## src/rtl/rtc_timer_param.sv

```systemverilog
// Parameterised RTC time-of-day counter. A fractional-ns accumulator advances
// by a programmable period each cycle and wraps at a programmable modulo,
// incrementing the seconds counter on each wrap. A timed adjustment adds a
// signed offset to the period for a fixed number of cycles.
module rtc_timer_param #(
  parameter int unsigned SEC_W  = 48,
  parameter int unsigned NS_W   = 30,
  parameter int unsigned NSF_W  = 8,
  parameter int unsigned PER_W  = 8,
  parameter int unsigned PERF_W = 32
) (
  input  logic                    clk,
  input  logic                    rst,
  input  logic                    time_ld,
  input  logic [NS_W+NSF_W-1:0]   time_reg_ns_in,
  input  logic [SEC_W-1:0]        time_reg_sec_in,
  input  logic                    period_ld,
  input  logic [PER_W+PERF_W-1:0] period_in,
  input  logic [NS_W+NSF_W-1:0]   time_acc_modulo,
  input  logic                    adj_ld,
  input  logic [31:0]             adj_ld_data,
  input  logic [PER_W+PERF_W-1:0] period_adj,
  output logic [NS_W+NSF_W-1:0]   time_reg_ns,
  output logic [SEC_W-1:0]        time_reg_sec,
  output logic                    pps,
  output logic                    adj_busy,
  output logic                    adj_done
);

  localparam int unsigned TW    = NS_W + NSF_W;
  localparam int unsigned ACC_W = NS_W + PERF_W;
  localparam int unsigned PW    = PER_W + PERF_W;
  // Two guard bits: the signed sum of an unsigned period and a signed
  // adjustment cannot overflow at this width.
  localparam int unsigned SW    = PW + 2;
  localparam int unsigned PAD   = PERF_W - NSF_W;

  typedef enum logic [0:0] {StIdle, StAdj} state_e;

  state_e            state_q;
  logic [31:0]       count_q;
  logic [PW-1:0]     adj_q;
  logic              adj_done_q;

  logic [ACC_W-1:0]  acc_q, acc_d;
  logic [SEC_W-1:0]  sec_q, sec_d;
  logic              pps_q, pps_d;
  logic [PW-1:0]     period_q, period_d;

  logic signed [SW-1:0] inc_s;
  logic [PW:0]          inc;
  logic [ACC_W:0]       nxt;
  logic [ACC_W:0]       mod_ext;

  assign adj_busy = (state_q == StAdj);

  // Per-cycle increment: period plus active adjustment, clamped at zero.
  always_comb begin
    inc_s = $signed({2'b00, period_q});
    if (adj_busy) begin
      inc_s = inc_s + $signed({{2{adj_q[PW-1]}}, adj_q});
    end
    inc = inc_s[SW-1] ? '0 : inc_s[PW:0];
  end

  // Accumulate, wrap at the modulo, and handle time loads.
  always_comb begin
    nxt      = {1'b0, acc_q} + (ACC_W+1)'(inc);
    mod_ext  = (ACC_W+1)'(time_acc_modulo) << PAD;
    acc_d    = nxt[ACC_W-1:0];
    sec_d    = sec_q;
    pps_d    = 1'b0;
    period_d = period_ld ? period_in : period_q;
    if (time_ld) begin
      // A load replaces this cycle's increment and never raises pps.
      acc_d = ACC_W'(time_reg_ns_in) << PAD;
      sec_d = time_reg_sec_in;
    end else if (nxt >= mod_ext) begin
      acc_d = ACC_W'(nxt - mod_ext);
      sec_d = sec_q + 1'b1;
      pps_d = 1'b1;
    end
  end

  // Time-of-day and period registers.
  always_ff @(posedge clk) begin
    if (rst) begin
      acc_q    <= '0;
      sec_q    <= '0;
      pps_q    <= 1'b0;
      period_q <= '0;
    end else begin
      acc_q    <= acc_d;
      sec_q    <= sec_d;
      pps_q    <= pps_d;
      period_q <= period_d;
    end
  end

  // Adjustment FSM: a valid load (re)starts a run; the last busy cycle
  // returns to idle and pulses adj_done. A restart aborts silently.
  always_ff @(posedge clk) begin
    if (rst) begin
      state_q    <= StIdle;
      count_q    <= '0;
      adj_q      <= '0;
      adj_done_q <= 1'b0;
    end else begin
      adj_done_q <= 1'b0;
      if (adj_ld && (adj_ld_data != 32'd0)) begin
        state_q <= StAdj;
        count_q <= adj_ld_data;
        adj_q   <= period_adj;
      end else begin
        unique case (state_q)
          StAdj: begin
            count_q <= count_q - 32'd1;
            if (count_q == 32'd1) begin
              state_q    <= StIdle;
              adj_done_q <= 1'b1;
            end
          end
          default: ;
        endcase
      end
    end
  end

  assign time_reg_ns  = acc_q[ACC_W-1 -: TW];
  assign time_reg_sec = sec_q;
  assign pps          = pps_q;
  assign adj_done     = adj_done_q;

endmodule
```

## config.mk

```make
export PLATFORM = sky130hd
export DESIGN_NAME = rtc_timer_param
export DESIGN_NICKNAME = d
export VERILOG_FILES = /design/src/rtl/rtc_timer_param.sv
export SDC_FILE = /design/constraint.sdc
export NUM_CORES = 1
export LEC_CHECK = 0
export BUFFER_PORTS_ARGS = -buffer_cell sky130_fd_sc_hd__clkbuf_2
export CELL_PAD_IN_SITES_DETAIL_PLACEMENT = 0
export CELL_PAD_IN_SITES_GLOBAL_PLACEMENT = 2
export CORE_ASPECT_RATIO = 2
export CORE_MARGIN = 2
export CORE_UTILIZATION = 30
export DETAILED_ROUTE_END_ITERATION = 16
export PLACE_DENSITY_LB_ADDON = 0.1
export SYNTH_ARGS = -nofsm -noshare
export SYNTH_HDL_FRONTEND = slang
export SYNTH_SLANG_ARGS = --single-unit
```

## constraint.sdc

```tcl
create_clock -name clk -period 22.6 [get_ports clk]
set_clock_uncertainty 0.2 [all_clocks]
set_input_delay 5.65 -clock clk [delete_from_list [all_inputs] [get_ports clk]]
set_output_delay 5.65 -clock clk [all_outputs]
set_load 0.02 [all_outputs]
```

* Word-level counts from Yosys, hierarchy flattened
Index checks and enable logic that the tools add are counted.
** Operators by class
- Add/subtract/negate cells :: 5
- $lt $le $gt $ge :: 1
- Equal/unequal tests :: 1
- Mux-type cells :: 13
- Bitwise operators :: 1
- Reductions and logical operators :: 6
** Operators with widths (count)
- $mux 62 :: 2
- $mux 48 :: 2
- $mux 32 :: 2
- $add 62x41->63 :: 1
- $ge 63x62->1 :: 1
- $sub 62x62->62 :: 1
- $add 48x1->48 const B :: 1
- $add 41x40->42 :: 1
- $mux 42 :: 1
- $mux 41 :: 1
- $eq 32x1->1 const B :: 1
- $reduce_bool 32->1 :: 1
- $sub 32x1->32 const B :: 1
- $mux 1 :: 5
- $reduce_bool 2->1 :: 2
- $reduce_or 3->1 :: 1
- $reduce_or 2->1 :: 1
- $logic_and 1x1->1 :: 1
- $not 1->1 :: 1
** Storage, ports and cells
- Flip-flop bits (word level) :: 225
- Output and inout bits :: 89
- Logic and storage cells :: 36

* Longest topological paths before layout
Gate-level depths: netlist (run 1).
- Depth after elaboration :: 7
- Depth in mapped cells :: 41

* Least setup slack after synthesis (run 1)
Ideal clock, no wire load.
- Path kind :: in2reg
- Start :: input time_acc_modulo[4]
- End :: register sec_q[6], in the netlist time_reg_sec[6]
- Arrival time :: 8.567 ns
- Required time :: 22.278 ns
- Slack :: 13.711 ns
- Stages on the path :: 16
- Buffers on the path :: 3
- Path through :: inv_1 -> ha_1 -> or4_1 -> o21ai_0 -> a211oi_1 -> a211oi_1 -> nor3_1 -> o211ai_2 -> o21ai_1 -> a41oi_1 -> o21a_1 -> buf_2 -> buf_4 -> buf_6 -> nor2_1 -> a221o_1
** On the way
- Word-level cells in the longest chain between the ends :: 2
** Ends and longest elaborated chain
- from (decl) :: RTL line 19 : input logic [NS_W+NSF_W-1:0] time_acc_modulo,
- $ge 63x62->1 :: RTL line 78 : end else if (nxt >= mod_ext) begin
- $reduce_bool 2->1 (no source line)
- to (signal assigned) :: RTL line 89 : sec_q <= '0;
- to (signal assigned) :: RTL line 94 : sec_q <= sec_d;
- to (decl) :: RTL line 46 : logic [SEC_W-1:0] sec_q, sec_d;
Every way passes these cells.
A chain may end at the register's enable or synchronous reset.

* Worst setup path after layout (run 1)
- Start :: register period_q[0]
- End :: register sec_q[32], in the netlist time_reg_sec[32]
** On the way
- Word-level cells in the longest chain between the ends :: 6
** Ends and longest elaborated chain
- from (decl) :: RTL line 48 : logic [PW-1:0] period_q, period_d;
- from (signal assigned) :: RTL line 96 : period_q <= period_d;
- $add 41x40->42 :: RTL line 61 : inc_s = inc_s + $signed({{2{adj_q[PW-1]}}, adj_q});
- $mux 42 * :: RTL line 60 : if (adj_busy) begin
- $mux 41 * :: RTL line 63 : inc = inc_s[SW-1] ? '0 : inc_s[PW:0];
- $add 62x41->63 * :: RTL line 68 : nxt = {1'b0, acc_q} + (ACC_W+1)'(inc);
- $ge 63x62->1 * :: RTL line 78
- $reduce_bool 2->1 (no source line) *
Every way passes the cells marked *; elsewhere a longest branch is shown, timed or not.

==> flow_summary.ini, run 1 <==
[worst_setup_path]
cp_data_arrival_time_ns = 11.70
path_max_fanout = 80
crit_slowest_cell = a21oi_1
end_kind = flop
max_stage_delay_ns = 0.87
worstSetupPathType = reg -> reg
cp_data_required_time_ns = 22.85
cp-start-kind = flop
r2r_setup_slack_ns = 11.14

[drt]
routed_wl_mm = 68.3
vias = 17599
ant_nets = 0
drtIter0Drc = 917
drc_errors = 0
avgRoutedWirePerCell_um = 20.6
drtPass1Iterations = 5
via_per_inst = 5.31

[clocking]
cts_tree = built
cts_resized = 0
holdBufCountCts = 0
htreeDepth = 1
clockBufferDepth = 3
cts_sinks = 225
clk_latency_ns = 0.59
root_buffer = clkbuf_16
path_clk_slew_ns = 0.07
cts_made_buffers = 27
postCtsSetupBuffers = 0

[yosys]
yosysMostFrequentCell = nand2_1
yosysSeqAreaShare = 0.254
synth_common_cells = nand2_1 (243), nor2_1 (230), dfxtp_1 (225)
synth_top_cell_by_area = dfxtp_1
syn_area_um2 = 17700
synth_nets = 2682
synth_edf_count = 0
yosys-top-cells-area = dfxtp_1 (25%), ha_1 (8.7%), nand2_1 (5.2%)
synth_cells = 2315
synthArstFlopShare = 0
syn_area_per_cell_um2 = 7.65
synth_top_cell_area_share = 0.254
yosys_warnings = 0
synth.distinct_cells = 83
synth_ff_type = dfxtp_1
ys_ff_latch = 225

[placed_design]
pre_cts_ws_ns = 11.12
dp.cells = 3266
gp_congestion = 0.834
port_buffers = 329
dpl.hpwl_mm = 52.4

[final_layout]
post-route-util = 0.351
final_cells = 3314
fillers = 6436
drive_above_1_share = 0.169
fin_nets = 2894
area_growth_pct = 16.2
diodes = 0

[timing]
finalSetupViolCount = 0
worst_slew_pin_slew_ns = 1.11
slew_headroom = 0.257
finalCritPeriodShare = 0.507
setup_tns_ns = 0
rsz0062_at_grt = false
fin_crit_ns = 11.46
hold_viol_final = 0
setup_ws_ns = 11.14
fmax_mhz = 87.3
slew_violations = 0

[grt]
grt_overflow_total = 0
antenna_found_initial = 1
grt_usage = 0.216
grt_pass1_vias = 17266
grt_max_degree = 82
grt_pass1_wl_mm = 103

[floorplanning]
fp.dieW_um = 176
core_area_um2 = 58600
die_h_um = 348
io_pins = 330
initial_core_util = 0.302
dieArea_um2 = 61100
row_count = 126

[power_and_ir_drop]
p_leak_nw = 9.15
vdd_drop_max_v = 0.0000514
totalPowerFinal_mw = 1.36
powerDensity_nw_per_um2 = 66.3

[run]
drv_cap = 0

[run_status]
status = finished clean

[hold_path]
hold_path_class = reg -> reg
==> report_power, final <==
part / switching [mW] / leakage (nW) / internal (mW)
clock network: 0.197 / 0.450 / 0.265
registers: 0.0330 / 1.86 / 0.426
logic: 0.271 / 6.84 / 0.172
total: 0.501 / 9.15 / 0.862
==> critical path, delay by kind of cell (launching register included) <==
kind | cells | cell delay, ns
adders and majority gates | 4 | 1.58
xor gates and xnor gates | 2 | 0.35
buffers and inverters | 1 | 0.85
DFF | 1 | 0.35
and+or+nand+nor | 11 | 2.39
AOI/OAI and AO/OA | 17 | 5.54
==> registers in the layout, indices dropped and copies added, names as in the netlist <==
signal and cells:
adj_q 40, period_q 40, time_reg_sec 48, adj_busy 1, adj_done 1, pps 1
acc_q 62, count_q 32
==> per-stage QoR <==
step | instance area [µm²] | hold slack [ns]
2_1_floorplan | 17700 | 0.241
3_3_place_gp | 19700 | 0.253
3_5_place_dp | 19700 | 0.254
4_1_cts | 20600 | 0.264
5_1_grt | 20600 | 0.283
6_report | 20600 | 0.260
==> kinds of logic (layout without fill, tap and decap cells) <==
| logic type | count (synthesis) | after routing | share of synthesized area |
|---|---|---|---|
| AOI/OAI and AO/OA | 631 | 631 | 0.245 |
| buffers and inverters | 275 | 506 | 0.0697 |
| muxes | 66 | 66 | 0.0375 |
| adders and majority gates | 126 | 126 | 0.0903 |
| and+or+nand+nor | 858 | 858 | 0.237 |
| xor gates and xnor gates | 134 | 134 | 0.0663 |
| DFF | 225 | 225 | 0.254 |
==> cell usage in the layout (no fill, tap or decap), types with 71 or more instances in the layout <==
cell and instances:
dfxtp_1 225, nand2_1 243, o21ai_0 90, nor2_1 228, inv_1 108, a21oi_1 160
ha_1 123, xnor2_1 88, nand3_1 71, clkbuf_2 328
==> routing by layer <==
layer	vias up	global-route usage	wire, µm
met1	8243	0.280	30700
met4	0	0.0683	1970
li1	8859	-	-
met3	69	0.0272	3020
met2	428	0.369	32600
met5	-	0	0
==> area by class of cell <==
| type | count | area (µm²) | area share |
|---|---|---|---|
| inverter | 109 | 409 | 0.0199 |
| multi-input combinational | 1815 | 12000 | 0.583 |
| clock inverter | 10 | 110 | 0.00535 |
| timing repair buffer | 349 | 1800 | 0.0877 |
| tap | 768 | 961 | 0.0467 |
| sequential | 225 | 4500 | 0.219 |
| clock buffer | 38 | 787 | 0.0383 |
==> path summary, 6_finish.rpt <==
| path | startpoint | to | cells after the start |
|---|---|---|---|
| worst max-delay path | period_q[0] | time_reg_sec[32] | 35 |
| worst min-delay path | adj_q[9] | adj_q[9] | 2 |
| worst min register to register | adj_q[9] | adj_q[9] | 2 |
| worst max register to register | period_q[0] | time_reg_sec[32] | 35 |
(Power assumes the default switching activity.)
==> inputs of run 2 (changes only) <==
- clock period: 22.6 -> 10.7 ns (I/O delays scaled with it)
==> flow_summary.ini, run 2 (synthesis gave the netlist of run 1 again) <==
[placed_design]
dpl.hpwl_mm = 52.8
port_buffers = 329
dp.cells = 3275
gp_congestion = 0.845
placed_area_um2 = 19800

[power_and_ir_drop]
vdd_drop_max_v = 0.000126
switching_share = 0.366
powerDensity_nw_per_um2 = 141
internal-power_mw = 1.86
p_seq_frac = 0.329
clkPwrFrac = 0.345
p_leak_nw = 9.23
combPwrFrac = 0.326
p_sw_mw = 1.08

[drt]
drtIter0Drc = 1015
avgRoutedWirePerCell_um = 20.6
drc_errors = 0
ant_nets = 0
routed_wl_mm = 68.5
vias = 17645
drtPass1Iterations = 7
via_per_inst = 5.31

[grt]
grt_usage = 0.217
grt_max_degree = 84
grt_pass1_wl_mm = 104
antenna_found_initial = 0
grt_pass1_vias = 17153
grt_overflow_total = 0

[floorplanning]
die_h_um = 348
io_pins = 330
fp.dieW_um = 176
dieArea_um2 = 61100
core_area_um2 = 58600
row_count = 126
initial_core_util = 0.302

[timing]
setup_tns_ns = 0
finalCritPeriodShare = 0.929
slew_violations = 0
slew_headroom = 0.350
fin_crit_ns = 9.94
worst_slew_pin_slew_ns = 0.975
hold_viol_final = 0
rsz0062_at_grt = false
fmax_mhz = 101
timing.hold.ws_ns = 0.267
finalSetupViolCount = 0

[worst_setup_path]
r2r_setup_slack_ns = 0.76
end_kind = flop
path_max_fanout = 61
r2r_end = time_reg_sec[34]
max_stage_delay_ns = 0.48
worstSetupPathType = reg -> reg
cp_data_arrival_time_ns = 10.18
cp_num_buf_inv = 3
cp-start-kind = flop
critPathTopFamily = compound AO/OA/AOI/OAI gates
r2r_cells = 35
cp_data_required_time_ns = 10.94
crit_slowest_cell = o31ai_1
timing.rr.start = period_q[1]

[final_layout]
area_growth_pct = 17.5
final_cells = 3323
mostFrequentLayoutCells = clkbuf_2 (328), nand2_1 (243), nor2_1 (227)
diodes = 0
fillers = 6488
largest_reg_flops = 62
final_cell_area_um2 = 20800
fin_nets = 2903
drive_above_1_share = 0.177
final_common_cell = clkbuf_2
regMostFlops = acc_q

[hold_path]
hold_path_class = reg -> reg
min_to = adj_q[38]
min_path_cells = 2
min_from = adj_q[38]

[clocking]
cts_tree = built
clockBufferDepth = 3
htreeDepth = 1
path_clk_slew_ns = 0.07
clk_latency_ns = 0.59
root_buffer = clkbuf_16
cts_sinks = 225
cts_made_buffers = 26

[run]
drv_cap = 0

[run_status]
status = finished clean
-- run 2: cell types whose count changed in the layout (fill, tap and decap cells not counted), moves of 3 or more --
cell,before,now
bufinv_16,2,5
buf_12,0,5
buf_4,20,25
clkbuf_8,7,3
-- run 2: area by class of cell --
class	instances	area [µm²]	area share
clock buffers	33	707	0.0340
clock inverters	14	221	0.0106
inverters	109	409	0.0197
multi-input cells	1815	12100	0.580
flip-flops and latches	225	4500	0.216
well taps	768	961	0.0462
repair buffers	359	1940	0.0933
-- run 2: worst max-delay path by stage --
| stage | startpoint | end | slack [ns] | depth (start not counted) |
|---|---|---|---|---|
| 2_1_floorplan | period_q[1] | acc_q[38] | 2.21 | 36 |
| 3_3_place_gp | period_q[1] | time_reg_sec[9] | 0.34 | 37 |
| 3_5_place_dp | period_q[1] | time_reg_sec[9] | 0.20 | 36 |
| 4_1_cts | period_q[1] | time_reg_sec[9] | 0.10 | 36 |
| 5_1_grt | period_q[1] | time_reg_sec[9] | 0.06 | 36 |
| 6_report | period_q[1] | time_reg_sec[34] | 0.76 | 35 |
-- run 2: power groups by stage --
| stage | clock network, mW | logic (mW) | registers [mW] |
|---|---|---|---|
| 5_1_grt | 1.08 | 1.06 | 0.975 |
| 3_5_place_dp | 0 | 0.953 | 0.987 |
| 3_3_place_gp | 0 | 0.964 | 0.987 |
| 4_1_cts | 1.06 | 0.960 | 0.968 |
| 6_report | 1.01 | 0.957 | 0.967 |
| 2_1_floorplan | 0 | 0.667 | 0.972 |
-- run 2: layer usage --
metal	share of wire	track usage
met5	0	0
met2	0.48	0.374
met4	0.018	0.0492
met3	0.041	0.0265
met1	0.46	0.286
-- run 2: worst reg2reg max path, delay by kind of cell, from the launching register on --
kind	cells	cell delay (ns)
xor gates and xnor gates	2	0.47
AOI/OAI and AO/OA	21	6.22
buffers and inverters	3	0.55
DFF	1	0.39
and+or+nand+nor	6	1.09
adders and majority gates	3	0.88
-- run 2: per-stage QoR --
| stage | setup WS [ns] | utilization | power (mW) |
|---|---|---|---|
| 2_1_floorplan | 2.21 | - | 1.64 |
| 3_3_place_gp | 0.342 | 0.338 | 1.95 |
| 3_5_place_dp | 0.203 | 0.338 | 1.94 |
| 4_1_cts | 0.103 | 0.354 | 2.98 |
| 5_1_grt | 0.0567 | 0.355 | 3.11 |
| 6_report | 0.764 | 0.355 | 2.94 |
-- run 2: repair_timing --
item	in CTS	in global routing
hold endpoints to repair	0	0
endpoints found under the setup margin	0	87
gates resized for setup	0	14
setup buffers	0	1
hold buffers	0	0
==> inputs of run 3 (changes only) <==
- CORE_ASPECT_RATIO: 2 -> default
- RECOVER_POWER: default -> 50
==> flow_summary.ini, run 3 (synthesis gave the netlist of run 1 again) <==
[worst_setup_path]
end_kind = flop
cp_data_arrival_time_ns = 10.07
worstSetupPathType = reg -> reg
crit_slowest_cell = a211oi_1
cp-start-kind = flop
path_max_fanout = 43
cp_data_required_time_ns = 10.96
max_stage_delay_ns = 0.44

[clocking]
cts_sinks = 225
root_buffer = clkbuf_16
cts_made_buffers = 30
cts_tree = built
clk_latency_ns = 0.59
htreeDepth = 1
path_clk_slew_ns = 0.06
clockBufferDepth = 3

[timing]
slew_violations = 190
hold_viol_final = 0
fmax_mhz = 102
finalCritPeriodShare = 0.917
setup_tns_ns = 0
finalSetupViolCount = 0
fin_crit_ns = 9.81
rsz0062_at_grt = false
slew_headroom = -1.11
setup_ws_ns = 0.891
worst_slew_pin_slew_ns = 3.17

[drt]
vias = 17651
via_per_inst = 5.28
ant_nets = 0
routed_wl_mm = 65.7
drtIter0Drc = 902
met3_length_mm = 2.91
drc_errors = 0
wl_met1_mm = 32.4
highest_layer = met4
drtPass1Iterations = 5
avgRoutedWirePerCell_um = 19.7
wl_met2_mm = 28.9

[final_layout]
diodes = 0
fin_nets = 2912
drive_above_1_share = 0.146
regMostFlops = acc_q
final_common_cell = nand2_1
area_growth_pct = 17.9
fillers = 6342
mostFrequentLayoutCells = nand2_1 (243), clkbuf_2 (239), nor2_1 (226)
largest_reg_flops = 62
final_cell_area_um2 = 20900

[placed_design]
port_buffers = 329
placed_area_um2 = 19800
dpl.hpwl_mm = 51.2
gp_congestion = 0.865
pre_cts_ws_ns = 0.0161

[grt]
grt_pass1_vias = 17218
grt_pass1_wl_mm = 99.9
grt_max_degree = 82
grt_usage = 0.208
grt_overflow_total = 0
antenna_found_initial = 1

[power_and_ir_drop]
vdd_drop_max_v = 0.000132
powerDensity_nw_per_um2 = 145
p_leak_nw = 9.05

[floorplanning]
initial_core_util = 0.302
die_h_um = 247
fp.dieW_um = 247
core_area_um2 = 58700
io_pins = 330
row_count = 89
dieArea_um2 = 61000

[run_status]
violations = capacitance limit, slew limit
status = complete, but fails checks

[hold_path]
hold_path_class = reg -> reg

[run]
drv_cap = 4
[run 3: area by class of cell]
type / instances / area (µm²) / area share
Tap cell: 773 / 967 / 0.0463
Sequential cell: 225 / 4500 / 0.216
Inverter: 109 / 409 / 0.0196
Multi-Input combinational cell: 1815 / 12100 / 0.578
Timing Repair Buffer: 364 / 1840 / 0.0880
Clock inverter: 14 / 203 / 0.00971
Clock buffer: 41 / 893 / 0.0428
[run 3: routing by layer]
metal / GRT usage / up-vias
li1: - / 8898
met1: 0.297 / 8270
met2: 0.331 / 411
met3: 0.0240 / 72
met4: 0.0507 / 0
met5: 0 / -
[run 3: repair_timing]
action                     4_1_cts  5_1_grt
buffers inserted                 0        8
pin swaps                        0        2
gates resized for setup          1       18
setup endpoints to repair        2       87
hold buffers                     0        0
[run 3: where the power goes]
group | switching [mW] | internal, mW
clock network | 0.424 | 0.700
registers | 0.0716 | 0.900
logic | 0.568 | 0.371
[run 3: stage by stage]
step	util	hold slack, ns	std cells	total power, mW
after floorplan	-	0.241	2315	1.64
after global placement	0.337	0.254	3278	1.93
after detailed placement	0.337	0.258	3278	1.92
after CTS	0.356	0.268	3333	3.07
after global routing	0.356	0.287	3341	3.21
final	0.356	0.262	3341	3.03
[run 3: worst max-delay path: cells and delay by family, from the launching register on]
family,cells,cell delay (ns)
buffers and inverters,2,0.59
AO/OA/AOI/OAI,20,5.49
flip-flops,1,0.40
XOR/XNOR,1,0.28
AND/OR/NAND/NOR,11,1.64
adder cells (fa/ha/maj),3,1.02
[run 3: worst paths after layout]
path | from | endpoint | slack [ns] | depth (start not counted)
worst max-delay path | period_q[1] | time_reg_sec[39] | 0.89 | 37
worst min-delay path | adj_q[13] | adj_q[13] | 0.26 | 2
worst max register to register | period_q[1] | time_reg_sec[39] | 0.89 | 37
worst min register to register | adj_q[13] | adj_q[13] | 0.26 | 2
